`src/rtl/uart_rx_param.sv`:
```
// Parametrised UART receiver: synchroniser, 3-sample majority vote, false-start
// rejection, parity/framing/overrun flags and a one-entry holding register.
module uart_rx_param #(
  parameter int DATA_BITS   = 8,
  parameter int OVERSAMPLE  = 16,
  parameter int PARITY      = 0,
  parameter int STOP_BITS   = 1,
  parameter int SYNC_STAGES = 2
) (
  input  logic                 br_clk_16,
  input  logic                 reset,
  input  logic                 UART_RX,
  input  logic                 RX_ACK,
  output logic [DATA_BITS-1:0] RX_DATA,
  output logic                 RX_STATUS,
  output logic                 RX_VALID,
  output logic                 PARITY_ERR,
  output logic                 FRAME_ERR,
  output logic                 OVERRUN
);

  localparam int   H   = OVERSAMPLE / 2;
  localparam int   TW  = $clog2(OVERSAMPLE);
  localparam int   BW  = $clog2(DATA_BITS + 1);
  localparam logic ODD = (PARITY == 1);

  localparam logic [2:0] S_IDLE  = 3'd0;
  localparam logic [2:0] S_START = 3'd1;
  localparam logic [2:0] S_DATA  = 3'd2;
  localparam logic [2:0] S_PAR   = 3'd3;
  localparam logic [2:0] S_STOP  = 3'd4;
  localparam logic [2:0] S_BRK   = 3'd5;

  logic [SYNC_STAGES-1:0] sync_q;
  logic                   rx_s;
  logic [2:0]             state_q, state_d;
  logic [TW-1:0]          tick_q, tick_d;
  logic [BW-1:0]          bitcnt_q, bitcnt_d;
  logic [1:0]             smp_q, smp_d;
  logic [DATA_BITS-1:0]   shift_q, shift_d;
  logic                   perr_q, perr_d;
  logic                   ferr_q, ferr_d;
  logic                   done;
  logic                   sample_pt, bit_end, bit_val;

  logic [DATA_BITS-1:0]   data_q;
  logic                   status_q, valid_q, perr_out_q, ferr_out_q, ovr_q;

  assign rx_s = sync_q[SYNC_STAGES-1];

  // Decisions are taken on the edge that advances the tick to H+1, so the
  // three votes are rx_s at the edges advancing it to H-1, H and H+1.
  assign sample_pt = (tick_q == TW'(H));
  assign bit_end   = (tick_q == TW'(OVERSAMPLE - 1));
  assign bit_val   = (smp_q[0] & smp_q[1]) | (smp_q[0] & rx_s) | (smp_q[1] & rx_s);

  always_comb begin
    state_d  = state_q;
    tick_d   = bit_end ? '0 : tick_q + 1'b1;
    bitcnt_d = bitcnt_q;
    smp_d    = smp_q;
    shift_d  = shift_q;
    perr_d   = perr_q;
    ferr_d   = ferr_q;
    done     = 1'b0;
    if (tick_q == TW'(H - 2)) smp_d[0] = rx_s;
    if (tick_q == TW'(H - 1)) smp_d[1] = rx_s;
    case (state_q)
      S_IDLE: begin
        tick_d   = '0;
        bitcnt_d = '0;
        perr_d   = 1'b0;
        ferr_d   = 1'b0;
        if (!rx_s) state_d = S_START;
      end
      S_START: begin
        if (sample_pt && bit_val) begin
          state_d = S_IDLE;
          tick_d  = '0;
        end else if (bit_end) begin
          state_d = S_DATA;
        end
      end
      S_DATA: begin
        if (sample_pt) shift_d = {bit_val, shift_q[DATA_BITS-1:1]};
        if (bit_end) begin
          if (bitcnt_q == BW'(DATA_BITS - 1)) begin
            bitcnt_d = '0;
            state_d  = (PARITY != 0) ? S_PAR : S_STOP;
          end else begin
            bitcnt_d = bitcnt_q + 1'b1;
          end
        end
      end
      S_PAR: begin
        if (sample_pt) perr_d = (^shift_q) ^ bit_val ^ ODD;
        if (bit_end) state_d = S_STOP;
      end
      S_STOP: begin
        if (sample_pt) begin
          ferr_d = ferr_q | ~bit_val;
          if (bitcnt_q == BW'(STOP_BITS - 1)) begin
            done    = 1'b1;
            tick_d  = '0;
            state_d = ((shift_q == '0) && ferr_d) ? S_BRK : S_IDLE;
          end
        end else if (bit_end) begin
          bitcnt_d = bitcnt_q + 1'b1;
        end
      end
      S_BRK: begin
        tick_d = '0;
        if (rx_s) state_d = S_IDLE;
      end
      default: state_d = S_IDLE;
    endcase
  end

  always_ff @(posedge br_clk_16 or negedge reset) begin
    if (!reset) begin
      sync_q   <= '1;
      state_q  <= S_IDLE;
      tick_q   <= '0;
      bitcnt_q <= '0;
      smp_q    <= '0;
      shift_q  <= '0;
      perr_q   <= 1'b0;
      ferr_q   <= 1'b0;
    end else begin
      sync_q   <= {sync_q[SYNC_STAGES-2:0], UART_RX};
      state_q  <= state_d;
      tick_q   <= tick_d;
      bitcnt_q <= bitcnt_d;
      smp_q    <= smp_d;
      shift_q  <= shift_d;
      perr_q   <= perr_d;
      ferr_q   <= ferr_d;
    end
  end

  always_ff @(posedge br_clk_16 or negedge reset) begin
    if (!reset) begin
      data_q     <= '0;
      status_q   <= 1'b0;
      valid_q    <= 1'b0;
      perr_out_q <= 1'b0;
      ferr_out_q <= 1'b0;
      ovr_q      <= 1'b0;
    end else begin
      status_q <= done;
      if (done) begin
        if (!valid_q || RX_ACK) begin
          data_q     <= shift_q;
          perr_out_q <= perr_d;
          ferr_out_q <= ferr_d;
          valid_q    <= 1'b1;
          if (RX_ACK) ovr_q <= 1'b0;
        end else begin
          ovr_q <= 1'b1;
        end
      end else if (RX_ACK) begin
        valid_q <= 1'b0;
        ovr_q   <= 1'b0;
      end
    end
  end

  assign RX_DATA    = data_q;
  assign RX_STATUS  = status_q;
  assign RX_VALID   = valid_q;
  assign PARITY_ERR = perr_out_q;
  assign FRAME_ERR  = ferr_out_q;
  assign OVERRUN    = ovr_q;

endmodule

```
`config.mk`:
```
export PLATFORM = sky130hd
export DESIGN_NAME = uart_rx_param
export DESIGN_NICKNAME = d
export VERILOG_FILES = /design/src/rtl/uart_rx_param.sv
export SDC_FILE = /design/constraint.sdc
export NUM_CORES = 1
export LEC_CHECK = 0
export ABC_AREA = 1
export BUFFER_PORTS_ARGS = -buffer_cell sky130_fd_sc_hd__buf_4
export CORE_MARGIN = 2
export CORE_UTILIZATION = 30
export DETAILED_ROUTE_END_ITERATION = 8
export GPL_TIMING_DRIVEN = 0
export PLACE_DENSITY = 0.56
export SLEW_MARGIN = 40
export SYNTH_ARGS = -nofsm -noshare
export SYNTH_HDL_FRONTEND = slang
export SYNTH_SLANG_ARGS = --single-unit
```
`constraint.sdc`:
```
create_clock -name br_clk_16 -period 1.5 [get_ports br_clk_16]
set_clock_uncertainty 0.1 [all_clocks]
set_input_delay 0.375 -clock br_clk_16 [delete_from_list [all_inputs] [get_ports br_clk_16]]
set_output_delay 0.375 -clock br_clk_16 [all_outputs]
set_load 0.1 [all_outputs]
```
==> metrics.txt, run 1 <==
status=complete, but fails checks; violated checks=setup timing; Internal Power=2.125 mW; met2 layer usage reported by global route=18.75%; layout cells sized above 1=around 44%; post-route minimum period=around 1600 ps; Final Wtd Congestion=~0.77; Initial Util=31.05%; grt ovf=0; Highest Clock Rate=0.6204 GHz; final hold vios=0; 1st-iter DRT viols=between 70 and 80; crit-path max cell delay=just over 400 ps; port buffer count=16; Layout area overhead=42.65%; Worst-path clk slew=70 ps; DR DRC count=0; Core Footprint=around 6400 um2; Tightest Pin Transition=488.0 ps; insertion delay to the later sink of the worst-skew pair=300 ps; share of power burned in registers=37.5%; Root Driver=clkbuf_8; Clk pwr share=20.5%; final setup fails=16; peak supply drop=0.5832 mV; wire length per cell=between 10 and 15 um; sequential fraction of the synthesis area=~48%; die area=7277 um2; die height=85.31 um; 1st-pass router iterations=5; Max Cap Violations=0; routed wire length=between 4000 and 5000 um; clk sink count=38; vias in the first global route=around 1500; number of diodes=0; period utilisation layout=107.5%; Via Count=1685; CTS Buffer Depth=2; GRT busiest layer=met2; switching pwr=1.465 mW; kind of critical path=reg -> reg; cell row count=29; critical path cell sequence=inv_2 -> ha_4 -> nand3_4 -> buf_6 -> o21ai_4 -> nand2_1 -> nand2_2 -> nand2_2 -> nand2_1 -> nand2_1; Yosys reg bits=38; GRT Util Overall=12.03%; syn_area_per_cell=8.195 um2; CP startpoint kind=flop; Die W=85.31 um; CP max-delay cell=dfrtp_1; Mapped Area=between 1500 and 2000 um2; Sw Share=40.81%; CTS tree=built; first-pass GRT wire length=6934 um; Worst EP arrival=1700 ps; leakage dissipation=around 1.4 nW; Worst Path Max Fanout=4; CTS H-Tree Depth=2; cell mode on critical path=nand2_1; Detail Placement HPWL=around 2800 um; post-synthesis net count=255; cts bufs inserted=5; post-route ant nets=0; P per Cell Area=1269 nW/um2; crit end category=flop; HP Class=in -> reg; largest net degree at the start of global routing=39; final worst slack=-112.0 ps; Slew headroom=67.46%; M1 GR Usage=15.91%; M3 GR Usage=3.016%; cell count after synthesis=between 200 and 250; Slew Limit Fails=0; antenna violations before repair=0; Vias/cell=approximately 4.5; WHS=approximately 86 ps; WP data required=1590 ps; worst slack, placed=-193.5 ps; unrepaired setup endpoints after global routing=true; Final nets=306; combinational power share=41.9%; post-synth cell types=29; I/O pin cnt=17; Yosys warning count=0
-- Yosys cell counts (all sizes together) --
master	count	area share, %
dfrtp	36	45
nand4	2	0.95
nand2	70	14
nand3b	1	0.38
o22ai	1	0.32
nand3	18	4.8
o21ai	25	8.0
nor3	3	0.76
nor2	22	5.6
inv	42	8.1
xnor2	1	0.44
a21oi	5	1.3
a31oi	2	0.63
buf	2	0.82
ha	9	5.7
dfstp	2	2.6
xor2	1	0.44
-- metrics by stage --
stage / utilization, % / instances / power, mW / setup TNS (ps) / area, um2
after floorplan: - / 242 / 2.190 / -60.46 / 2021
after global placement: 35.03 / 335 / 2.422 / -3464 / 2237
after detailed placement: 35.03 / 335 / 2.424 / -3580 / 2237
after CTS: 40.26 / 359 / 3.355 / -1993 / 2571
after global routing: 44.30 / 371 / 3.837 / -2936 / 2829
final: 44.30 / 371 / 3.591 / -1184 / 2829
-- critical path, delay by kind of cell, from the launching register on --
kind                     cells  cell delay [ps]
AO/OA/AOI/OAI                1              140
adder cells (fa/ha/maj)      1              140
buffers and inverters        2              250
flip-flops                   1              410
AND/OR/NAND/NOR              6              470
-- timing repair --
action	CTS	global route
endpoints found under the setup margin	29	27
hold buffers	1	0
setup buffers	14	12
pin swaps	14	13
gates resized for setup	34	34
hold endpoints to repair	36	0
gates cloned	1	0
-- logic make-up after synthesis --
logic type,synth area share (%)
AND/OR/NAND/NOR,26.25
flip-flops,48.08
buffers and inverters,8.896
adder cells (fa/ha/maj),5.678
AO/OA/AOI/OAI,10.22
XOR/XNOR,0.8834
-- area by class of cell --
type	instances	area, um2
plain buffers	2	26.28
clock buffers	7	86.33
clock inverters	1	5.005
fillers	615	3557
inverters	42	165.2
multi-input cells	160	1101
flip-flops and latches	38	960.9
well taps	77	96.34
repair buffers	44	387.9
-- path summary, 6_finish.rpt --
check | startpoint | end | slack [ps] | depth (start not counted)
max in group asynchronous | reset | RX_VALID | 440 | 2
setup / recovery | tick_q[0] | state_q[1] | -110 | 10
setup reg to reg | tick_q[0] | state_q[1] | -110 | 10
hold / removal | UART_RX | sync_q[0] | 90 | 1
hold reg to reg | sync_q[0] | sync_q[1] | 260 | 0
min in group asynchronous | reset | PARITY_ERR | 480 | 2
-- metal layers --
layer / up-vias / routed length, um / part of all wire [%]
met5: - / 0 / 0
met4: 0 / 93 / 2.1
met3: 8 / 155 / 3.4
met2: 30 / 2182 / 48
met1: 784 / 2071 / 46
li1: 863 / - / -
-- layout by cell type, fill, tap and decap left out, types with 2 or more instances in the layout --
cell / n
buf_6: 7
dfrtp_2: 3
dfstp_2: 2
a31oi_1: 2
inv_2: 13
ha_4: 5
ha_1: 3
nor2_1: 12
nand3_2: 3
nand3_1: 13
a21oi_1: 4
nand2_1: 51
nor2_2: 2
nand3_4: 2
inv_1: 27
nor3_2: 2
nand2_2: 15
o21ai_1: 12
clkbuf_8: 6
o21ai_2: 9
buf_4: 35
nand2_4: 4
o21ai_0: 3
nor2_4: 7
dfrtp_1: 32
-- state kept, by name (all words and copies together) (netlist names) --
name	count
FRAME_ERR	1
RX_DATA	8
RX_VALID	1
state_q	3
shift_q	8
PARITY_ERR	1
tick_q	4
ferr_q	1
sync_q	2
perr_q	1
OVERRUN	1
smp_q	2
bitcnt_q	4
RX_STATUS	1
-- power groups by stage --
stage | combinational [mW] | sequential [mW] | clock [mW]
2_1_floorplan | 0.735 | 1.45 | 0
3_3_place_gp | 1.09 | 1.34 | 0
3_5_place_dp | 1.08 | 1.34 | 0
4_1_cts | 1.27 | 1.33 | 0.753
5_1_grt | 1.67 | 1.37 | 0.802
6_report | 1.51 | 1.35 | 0.737
Note: power is estimated with default switching activity, not from simulation.
==> run 2: changes to the inputs <==
--- a/config.mk
+++ b/config.mk
@@ -6,12 +6,12 @@
 export NUM_CORES = 1
 export LEC_CHECK = 0
 export ABC_AREA = 1
-export BUFFER_PORTS_ARGS = -buffer_cell sky130_fd_sc_hd__buf_4
+export BUFFER_PORTS_ARGS = -buffer_cell sky130_fd_sc_hd__clkbuf_2
 export CORE_MARGIN = 2
-export CORE_UTILIZATION = 30
+export CORE_UTILIZATION = 25
 export DETAILED_ROUTE_END_ITERATION = 8
 export GPL_TIMING_DRIVEN = 0
-export PLACE_DENSITY = 0.56
+export PLACE_DENSITY = 0.5
 export SLEW_MARGIN = 40
 export SYNTH_ARGS = -nofsm -noshare
 export SYNTH_HDL_FRONTEND = slang
==> run 2 against run 1 <==
- the run still ends with setup timing left
- routed wire length rose by 1.0%
- setup slack better by 20 ps
- final cell count grew 8.1%
- global-route usage decreased by 0.99 points
- largest cell class unchanged
==> metrics.txt, run 2 (same netlist as run 1, synthesis figures left out) <==
status=complete, but fails checks; violated checks=setup timing; vias in the first global route=1666; CP max-delay cell=dfrtp_1; Worst-path clk slew=about 70 ps; Worst EP arrival=around 1700 ps; Final Power=about 3.4 mW; FF/Latch Area=960.9 um2; grt ovf=0; Max Cap Violations=0; wire length per cell=11.34 um; crit-path max cell delay=420 ps; period utilisation layout=106.2%; R2R Path Start=tick_q[1]; WHS=72.06 ps; CTS Buffer Depth=2; Final Wtd Congestion=a little over 0.8; leakage dissipation=1.370 nW; cell row count=32; post-route minimum period=1592 ps; 1st-iter DRT viols=43; critical path cell sequence=inv_2 -> ha_4 -> nand3_4 -> nor2_4 -> nand2_4 -> nor2_8 -> inv_6 -> buf_12 -> nand2_2 -> nand2_1; most common cell after layout, fill and taps aside=nand2_1; routed wire length=4549 um; DR DRC count=0; post-route ant nets=0; Initial Util=25.80%; number of diodes=0; crit path launch=tick_q[1]; peak supply drop=0.4434 mV; hold path start=UART_RX; CTS H-Tree Depth=2; Layout area overhead=46.31%; R2R Setup Slk=-90 ps; Detail Placement HPWL=2925 um; cts bufs inserted=5; port buffer count=16; first-pass GRT wire length=between 7000 and 8000 um; WP buf/inv=3; Slew Limit Fails=0; I/O pin cnt=17; die height=slightly above 90 um; Vias/cell=4.294; CTS tree=built; Final nets=311; Hold EP=sync_q[0]; GRT Util Overall=11.04%; die area=just under 9000 um2; clk sink count=38; Critical R2R Capture=PARITY_ERR; most frequent cells in the layout=nand2_1, dfrtp_1, buf_4; largest net degree at the start of global routing=39; kind of critical path=reg -> reg; Root Driver=clkbuf_8; layout cells sized above 1=47.49%; HP Class=in -> reg; Design Area, Final=about 2900 um2; final worst slack=-92.30 ps; final setup fails=17; # fillers=approximately 780; Slew headroom=64.90%; WP data required=1580 ps; insertion delay to the later sink of the worst-skew pair=~300 ps; worst slack, placed=-227.8 ps; CP startpoint kind=flop; post-place instance area=2231 um2; final hold vios=0; worst hold stages=1; crit end category=flop; Via Count=1722; Tightest Pin Transition=526.6 ps; 1st-pass router iterations=4; Core Footprint=7687 um2; antenna violations before repair=0; unrepaired setup endpoints after global routing=true; Die W=slightly above 90 um; Worst Path Max Fanout=5; P per Cell Area=1189 nW/um2; area taken by multi-input logic gates=approximately 1100 um2; Reg2Reg Depth=10; Highest Clock Rate=0.6280 GHz; cell family contributing the most delay on the critical path=simple AND/OR/NAND/NOR gates
[run 2: cell types whose count changed in the layout (fill, tap and decap cells not counted), sizes merged]
cell | before | now
buf | 45 | 43
clkbuf | 7 | 12
clkinv | 1 | 2
inv | 42 | 43
[run 2: report_power, final]
part,total [mW],internal (mW),switching [mW],leakage [nW]
combinational,1.39,0.519,0.871,0.837
clock,0.699,0.323,0.376,0.0450
sequential,1.36,1.18,0.185,0.488
[run 2: per-layer routing]
| metal | GRT usage [%] | wire [um] | vias to the layer above | share of wire, % |
|---|---|---|---|---|
| met5 | 0 | 0 | - | 0 |
| met4 | 4.412 | 40 | 0 | 0.88 |
| met3 | 1.934 | 63 | 4 | 1.4 |
| met2 | 18.18 | 2253 | 12 | 50 |
| met1 | 14.39 | 2192 | 833 | 48 |
| li1 | - | - | 873 | - |
[run 2: metrics by stage]
stage / cells / TNS (ps) / utilization (%)
6_report: 401 / -1136 / 37.74
5_1_grt: 401 / -3344 / 37.74
4_1_cts: 386 / -1701 / 33.79
3_5_place_dp: 360 / -4104 / 29.02
3_3_place_gp: 360 / -3664 / 28.99
2_1_floorplan: 242 / -60.46 / -
[run 2: final cells by class]
class / instances / share of cell area, %
buffer: 2 / 1.078
multi-input combinational: 160 / 38.16
clock buffer: 6 / 2.501
inverter: 42 / 5.606
timing repair inverter: 1 / 0.3881
tap: 102 / 4.398
timing repair buffer: 48 / 14.40
clock inverter: 2 / 0.3450
sequential: 38 / 33.12
[run 2: worst max path at each step]
stage                 endpoint  slack, ps  cells after the start
global route        RX_DATA[2]       -190                     10
CTS                 RX_DATA[4]       -130                     10
finish              PARITY_ERR        -90                     10
global placement     tick_q[2]       -210                      7
detailed placement   tick_q[2]       -230                      7
floorplan            FRAME_ERR        -30                     10
[run 2: repair_timing]
action | CTS | global route
buffers inserted | 14 | 15
hold buffers | 1 | 0
endpoints found under the setup margin | 42 | 39
pin swaps | 13 | 11
hold endpoints to repair | 11 | 0
gates resized for setup | 46 | 60
cloned | 3 | 0
